===== src/rtl/alu_seq_exec.sv =====
// alu_seq_exec: multicycle ALU executing a 4-bit ALUControl code over a
// start/busy/done handshake. Logic/arithmetic ops finish in one cycle.
// Shifts use a serial 1-bit-per-cycle shifter by default.
//
// Optional build macro ALU_SEQ_BARREL_SHIFT_EN: shifts use a combinational
// barrel shifter, there is no SHIFT state and no counter, and every code
// completes with latency 1.
//
// Ports:
//   clk        clock, rising edge
//   reset      synchronous active-high reset
//   start      request, sampled only in IDLE
//   ALUControl operation code, captured with start
//   SrcA/SrcB  operands, captured with start; SrcB[SHAMT_W-1:0] = shift amount
//   busy       high while a serial shift is in flight
//   done       one-cycle completion pulse
//   ALUResult  registered result, held until the next completion
//   Zero       registered, ALUResult == 0
//   IllegalOp  registered, completed code was undefined
module alu_seq_exec #(
    parameter int unsigned WIDTH   = 32,
    parameter int unsigned SHAMT_W = 5
) (
    input  logic               clk,
    input  logic               reset,
    input  logic               start,
    input  logic [3:0]         ALUControl,
    input  logic [WIDTH-1:0]   SrcA,
    input  logic [WIDTH-1:0]   SrcB,
    output logic               busy,
    output logic               done,
    output logic [WIDTH-1:0]   ALUResult,
    output logic               Zero,
    output logic               IllegalOp
);

    localparam logic [3:0] OP_ADD   = 4'h0;
    localparam logic [3:0] OP_SUB   = 4'h1;
    localparam logic [3:0] OP_AND   = 4'h2;
    localparam logic [3:0] OP_OR    = 4'h3;
    localparam logic [3:0] OP_XOR   = 4'h4;
    localparam logic [3:0] OP_SLT   = 4'h5;
    localparam logic [3:0] OP_SLTU  = 4'h6;
    localparam logic [3:0] OP_SLL   = 4'h7;
    localparam logic [3:0] OP_SRL   = 4'h8;
    localparam logic [3:0] OP_SRA   = 4'h9;
    localparam logic [3:0] OP_LUI   = 4'hA;
    localparam logic [3:0] OP_AUIPC = 4'hB;

`ifdef ALU_SEQ_BARREL_SHIFT_EN
    typedef enum logic [1:0] {
        IDLE = 2'd0,
        DONE = 2'd2
    } state_t;
`else
    typedef enum logic [1:0] {
        IDLE  = 2'd0,
        SHIFT = 2'd1,
        DONE  = 2'd2
    } state_t;
`endif

    state_t             state_q, state_d;
    logic               busy_d, done_d, zero_d, ill_d;
    logic [WIDTH-1:0]   res_d;
    logic [SHAMT_W-1:0] shamt_c;

    assign shamt_c = SrcB[SHAMT_W-1:0];

    // Single-cycle result. Shift codes return SrcA in the serial build; that
    // path is only taken there when the shift amount is zero.
    function automatic logic [WIDTH-1:0] alu_comb(
        input logic [3:0]       op,
        input logic [WIDTH-1:0] a,
        input logic [WIDTH-1:0] b
    );
        logic [WIDTH-1:0] r;
        r = '0;
        case (op)
            OP_ADD, OP_AUIPC: r = a + b;
            OP_SUB:           r = a - b;
            OP_AND:           r = a & b;
            OP_OR:            r = a | b;
            OP_XOR:           r = a ^ b;
            OP_SLT:           r = ($signed(a) < $signed(b)) ? WIDTH'(1) : '0;
            OP_SLTU:          r = (a < b) ? WIDTH'(1) : '0;
`ifdef ALU_SEQ_BARREL_SHIFT_EN
            OP_SLL:           r = a << b[SHAMT_W-1:0];
            OP_SRL:           r = a >> b[SHAMT_W-1:0];
            OP_SRA:           r = $unsigned($signed(a) >>> b[SHAMT_W-1:0]);
`else
            OP_SLL, OP_SRL, OP_SRA: r = a;
`endif
            OP_LUI:           r = b;
            default:          r = '0;
        endcase
        return r;
    endfunction

    function automatic logic is_illegal(input logic [3:0] op);
        return op[3:2] == 2'b11;
    endfunction

`ifndef ALU_SEQ_BARREL_SHIFT_EN
    logic [3:0]         op_q, op_d;
    logic [WIDTH-1:0]   work_q, work_d, step_c;
    logic [SHAMT_W-1:0] cnt_q, cnt_d;

    function automatic logic is_shift(input logic [3:0] op);
        return (op == OP_SLL) || (op == OP_SRL) || (op == OP_SRA);
    endfunction

    // One-bit step of the serial shifter for the latched op
    always_comb begin
        step_c = work_q;
        case (op_q)
            OP_SLL:  step_c = {work_q[WIDTH-2:0], 1'b0};
            OP_SRL:  step_c = {1'b0, work_q[WIDTH-1:1]};
            OP_SRA:  step_c = {work_q[WIDTH-1], work_q[WIDTH-1:1]};
            default: step_c = work_q;
        endcase
    end
`endif

    // Next-state and next-output logic
    always_comb begin
        state_d = state_q;
        busy_d  = 1'b0;
        done_d  = 1'b0;
        res_d   = ALUResult;
        zero_d  = Zero;
        ill_d   = IllegalOp;
`ifndef ALU_SEQ_BARREL_SHIFT_EN
        op_d    = op_q;
        work_d  = work_q;
        cnt_d   = cnt_q;
`endif
        case (state_q)
            IDLE: begin
                if (start) begin
`ifndef ALU_SEQ_BARREL_SHIFT_EN
                    if (is_shift(ALUControl) && (shamt_c != '0)) begin
                        op_d    = ALUControl;
                        work_d  = SrcA;
                        cnt_d   = shamt_c;
                        busy_d  = 1'b1;
                        state_d = SHIFT;
                    end else
`endif
                    begin
                        res_d   = alu_comb(ALUControl, SrcA, SrcB);
                        zero_d  = (res_d == '0);
                        ill_d   = is_illegal(ALUControl);
                        done_d  = 1'b1;
                        state_d = DONE;
                    end
                end
            end
`ifndef ALU_SEQ_BARREL_SHIFT_EN
            SHIFT: begin
                work_d = step_c;
                cnt_d  = cnt_q - SHAMT_W'(1);
                // Counter at 1 means this step is the last one
                if (cnt_q == SHAMT_W'(1)) begin
                    res_d   = step_c;
                    zero_d  = (step_c == '0);
                    ill_d   = 1'b0;
                    done_d  = 1'b1;
                    state_d = DONE;
                end else begin
                    busy_d  = 1'b1;
                end
            end
`endif
            DONE: begin
                state_d = IDLE;
            end
            default: begin
                state_d = IDLE;
            end
        endcase
    end

    // State and output registers
    always_ff @(posedge clk) begin
        if (reset) begin
            state_q   <= IDLE;
            busy      <= 1'b0;
            done      <= 1'b0;
            ALUResult <= '0;
            Zero      <= 1'b1;
            IllegalOp <= 1'b0;
`ifndef ALU_SEQ_BARREL_SHIFT_EN
            op_q      <= 4'h0;
            work_q    <= '0;
            cnt_q     <= '0;
`endif
        end else begin
            state_q   <= state_d;
            busy      <= busy_d;
            done      <= done_d;
            ALUResult <= res_d;
            Zero      <= zero_d;
            IllegalOp <= ill_d;
`ifndef ALU_SEQ_BARREL_SHIFT_EN
            op_q      <= op_d;
            work_q    <= work_d;
            cnt_q     <= cnt_d;
`endif
        end
    end

endmodule


===== config.mk =====
export PLATFORM = sky130hd
export DESIGN_NAME = alu_seq_exec
export DESIGN_NICKNAME = d
export VERILOG_FILES = /design/src/rtl/alu_seq_exec.sv
export SDC_FILE = /design/constraint.sdc
export NUM_CORES = 1
export LEC_CHECK = 0
export ABC_AREA = 1
export CAP_MARGIN = 20
export CORE_ASPECT_RATIO = 0.9
export CORE_UTILIZATION = 50
export CTS_BUF_LIST = sky130_fd_sc_hd__clkbuf_4 sky130_fd_sc_hd__clkbuf_8 sky130_fd_sc_hd__clkbuf_16
export DETAILED_ROUTE_END_ITERATION = 8
export GPL_TIMING_DRIVEN = 0
export PLACE_DENSITY = 0.71
export SETUP_SLACK_MARGIN = 0.2
export SLEW_MARGIN = 20
export SYNTH_ARGS = -nofsm -noshare
export SYNTH_HDL_FRONTEND = slang
export SYNTH_SLANG_ARGS = --single-unit

===== constraint.sdc =====
create_clock -name clk -period 5.1 [get_ports clk]
set_clock_uncertainty 0.15 [all_clocks]
set_input_delay 0.51 -clock clk [delete_from_list [all_inputs] [get_ports clk]]
set_output_delay 0.51 -clock clk [all_outputs]
set_load 0.01 [all_outputs]

==> run metrics <==
CTS Sinks=79; Clk pwr share=between 20% and 30%; worst-path cell chain=clkdlybuf4s50_1 -> inv_1 -> ha_1 -> buf_2 -> nand2_1 -> nor2_1 -> inv_1 -> nor2_1 -> nand4_1 -> nand3_1 -> nand2_1 -> nand3_1 -> nand3_1 -> nor2_1 -> nand3_1 -> nor2_1 -> nand3_1 -> nand2_1 -> nand2_1 -> nand2_1; Placeable Area=roughly 22000 µm²; vias post-DR=13800; fmax=about 0.26 GHz; global-route wire length before repair=71600 µm; maxcap violations=0; clock buffer count from CTS=9; Syn. warnings=0; final hold vios=0; final RePlAce weighted congestion=1.05; sw frac=42.1%; Synth Area in Simple Gates=38.2%; clock tree root driver cell=clkbuf_16; Final WS setup=1.25 ns; vias per inst=around 6; # setup viols final=0; Boundary Pins=107; vias in the first global route=12600; Total Wirelength=48700 µm; GR Layer Usage met2=64.2%; CP Data Arrival Time=3.98 ns; CP max FO=8; post-synthesis cell type count=49; Top Usage Layer GRT=met2; grt total ovfl=0; CTS tree=done; Synth Register Bits=about 80; Worst EP required=roughly 5.2 ns; Die Ht=143 µm; initial core utilization=between 50% and 60%; DP Worst Slack=1.04 ns; Compound-Gate Fraction of Synth Area=between 10% and 20%; Critical Path Source Type=primary input; fin. max-slew vios=0; slowest CP cell=clkdlybuf4s50_1; Synth Area in XOR/XNOR=0.159%; Net Switching=around 1.1 mW; setup TNS=0 ns; Worst slew margin=29.0%; Clk Latency, worst-skew pair=0.35 ns; post-CTS setup buffers=0; I/O Buffers=106; # hold bufs at CTS=0; WS Path Type=in -> reg; DP HPWL=between 40000 and 50000 µm; RSZ-0062 raised after global routing=false; row cnt=roughly 50; P&R area growth vs syn=15.8%; Synth Area in Adders=11.5%; Seq/Total Area, Yosys=14.3%; DRC=0; DRT antenna net count=0; initial antenna violation count=0; ANT cells=0; nets=2197; top cells by count, synth=nand2_1 (543), inv_1 (320), nand3_1 (183), nor2_1 (179), ha_1 (98); area post-placement=12500 µm²; multiplexer area fraction after synthesis=0%; outcome=complete, no violations; routing usage on met1=57.8%; Area contributors post-synth=nand2_1 (18%), dfxtp_1 (14%), ha_1 (11%); WL/cell=about 21 µm; dominant cell type by area after synthesis=nand2_1; Overall Global Routing Usage=around 43%; main combinational cell family by area after synthesis=simple AND/OR/NAND/NOR gates; fin crit period=3.85 ns; Hold WC Path Type=reg -> reg; Clock Path Buffers=2; pwr dens=roughly 200 nW/µm²; ys flop type=dfxtp_1; 1st-iter DRT viols=between 1500 and 2000; CP max stage delay=0.62 ns; cell area after synthesis=11000 µm²; clk slew on worst S/H paths=0.06 ns; Least-Margin Pin Slew=1.06 ns; syn_area_per_cell=5.79 µm²; post-cts resize count=0; Post-synth EDFFs=0; asr flop ratio synth=0%; worst setup path start=SrcA[16]; CP Capture Type=flip-flop; P_leak=6.36 nW; # H-tree levels=3; internal power=1.50 mW; Gate Count Post-Synth=1909; reg-to-reg startpoint=op_q[2]; final worst path period share=75.5%; share of post-route cells with drive strength above 1=6.79%; Synth top area share=18.4%; die width=159 µm; most frequent cell after synthesis=nand2_1; maximum number of pins on one net before global-route repair=15; Core Util, Final=59.2%; design area=approximately 13000 µm²; hold path start=cnt_q[1]; met3 Usage GRT=between 10% and 20%; Sequential Power Share=26.5%; syn_nets=2080; die footprint=22700 µm²; drt pass-1 iters=8; peak supply drop=247 µV; Hold Slack=0.333 ns; combinational share of power=45.9%
-- registers in the layout, summed over array words and instances, names as in the netlist --
register and cells:
ALUResult 32, work_q 32, cnt_q 5, op_q 4, state_q 2, IllegalOp 1
Zero 1, busy 1, done 1
-- final timing paths --
check / to / slack, ns / cells past startpoint
min reg2reg: cnt_q[1] / 0.33 / 2
min: cnt_q[1] / 0.33 / 2
max reg2reg: Zero / 2.42 / 15
max: Zero / 1.25 / 20
-- power by group through the flow --
stage	clock, mW	sequential [mW]	combinational [mW]
final	0.712	0.686	1.19
after global routing	0.738	0.690	1.28
after CTS	0.709	0.685	1.14
after detailed placement	0	0.698	1.14
after global placement	0	0.697	1.12
after floorplan	0	0.709	0.697
-- area by class of cell --
type,instances,area (µm²)
plain buffers,80,536
clock buffers,10,233
clock inverters,6,92.6
fillers,2212,8830
inverters,329,1240
multi-input cells,1421,7690
flip-flops and latches,79,1580
well taps,291,364
repair buffers,106,1060
-- per-layer routing --
metal | wire length (µm) | vias up
met5 | 0 | -
met2 | 20400 | 848
li1 | - | 6470
met4 | 1800 | 0
met1 | 20100 | 6314
met3 | 6400 | 123
-- logic make-up (layout without fill, tap and decap cells) --
| group | Yosys count | count (layout) |
|---|---|---|
| buf+inv | 409 | 531 |
| xor+xnor | 2 | 2 |
| flops | 79 | 79 |
| fa+ha+maj | 100 | 100 |
| compound gates | 325 | 325 |
| simple gates | 994 | 994 |
-- cell usage in the layout, fill, tap and decap left out, types with 3 or more instances in the layout --
cell             Yosys  routed
a211oi_1            11      11
a21oi_1             67      67
a21oi_2              4       4
a221oi_1             4       4
a31oi_1             38      38
and2_1               5       5
buf_2               28      28
buf_4               16      16
buf_6               15      15
clkbuf_1            17      17
clkbuf_16            0       9
clkdlybuf4s50_1      0     106
dfxtp_1             79      79
ha_1                98      98
inv_1              320     320
inv_2                7       7
nand2_1            543     543
nand2_2              8       8
nand3_1            183     183
nand3b_1             3       3
nand4_1             29      29
nor2_1             179     179
nor2_2              10      10
nor3_1              17      17
nor4_1               7       7
o211ai_1             3       3
o21ai_0             78      78
o21ai_1              4       4
o21bai_1             7       7
o221ai_1            43      43
o221ai_2            18      18
o22ai_1             42      42
or2_2                3       3
-- critical path: cells and delay by family --
family	cells	cell delay [ns]
adders and majority gates	1	0.30
buffers and inverters	4	1.05
and+or+nand+nor	15	2.12
-- through the flow --
stage,power [mW],instances
final,2.58,2322
after global routing,2.70,2322
after CTS,2.54,2322
after detailed placement,1.84,2306
after global placement,1.82,2306
after floorplan,1.41,1909
(Power assumes the default switching activity.)
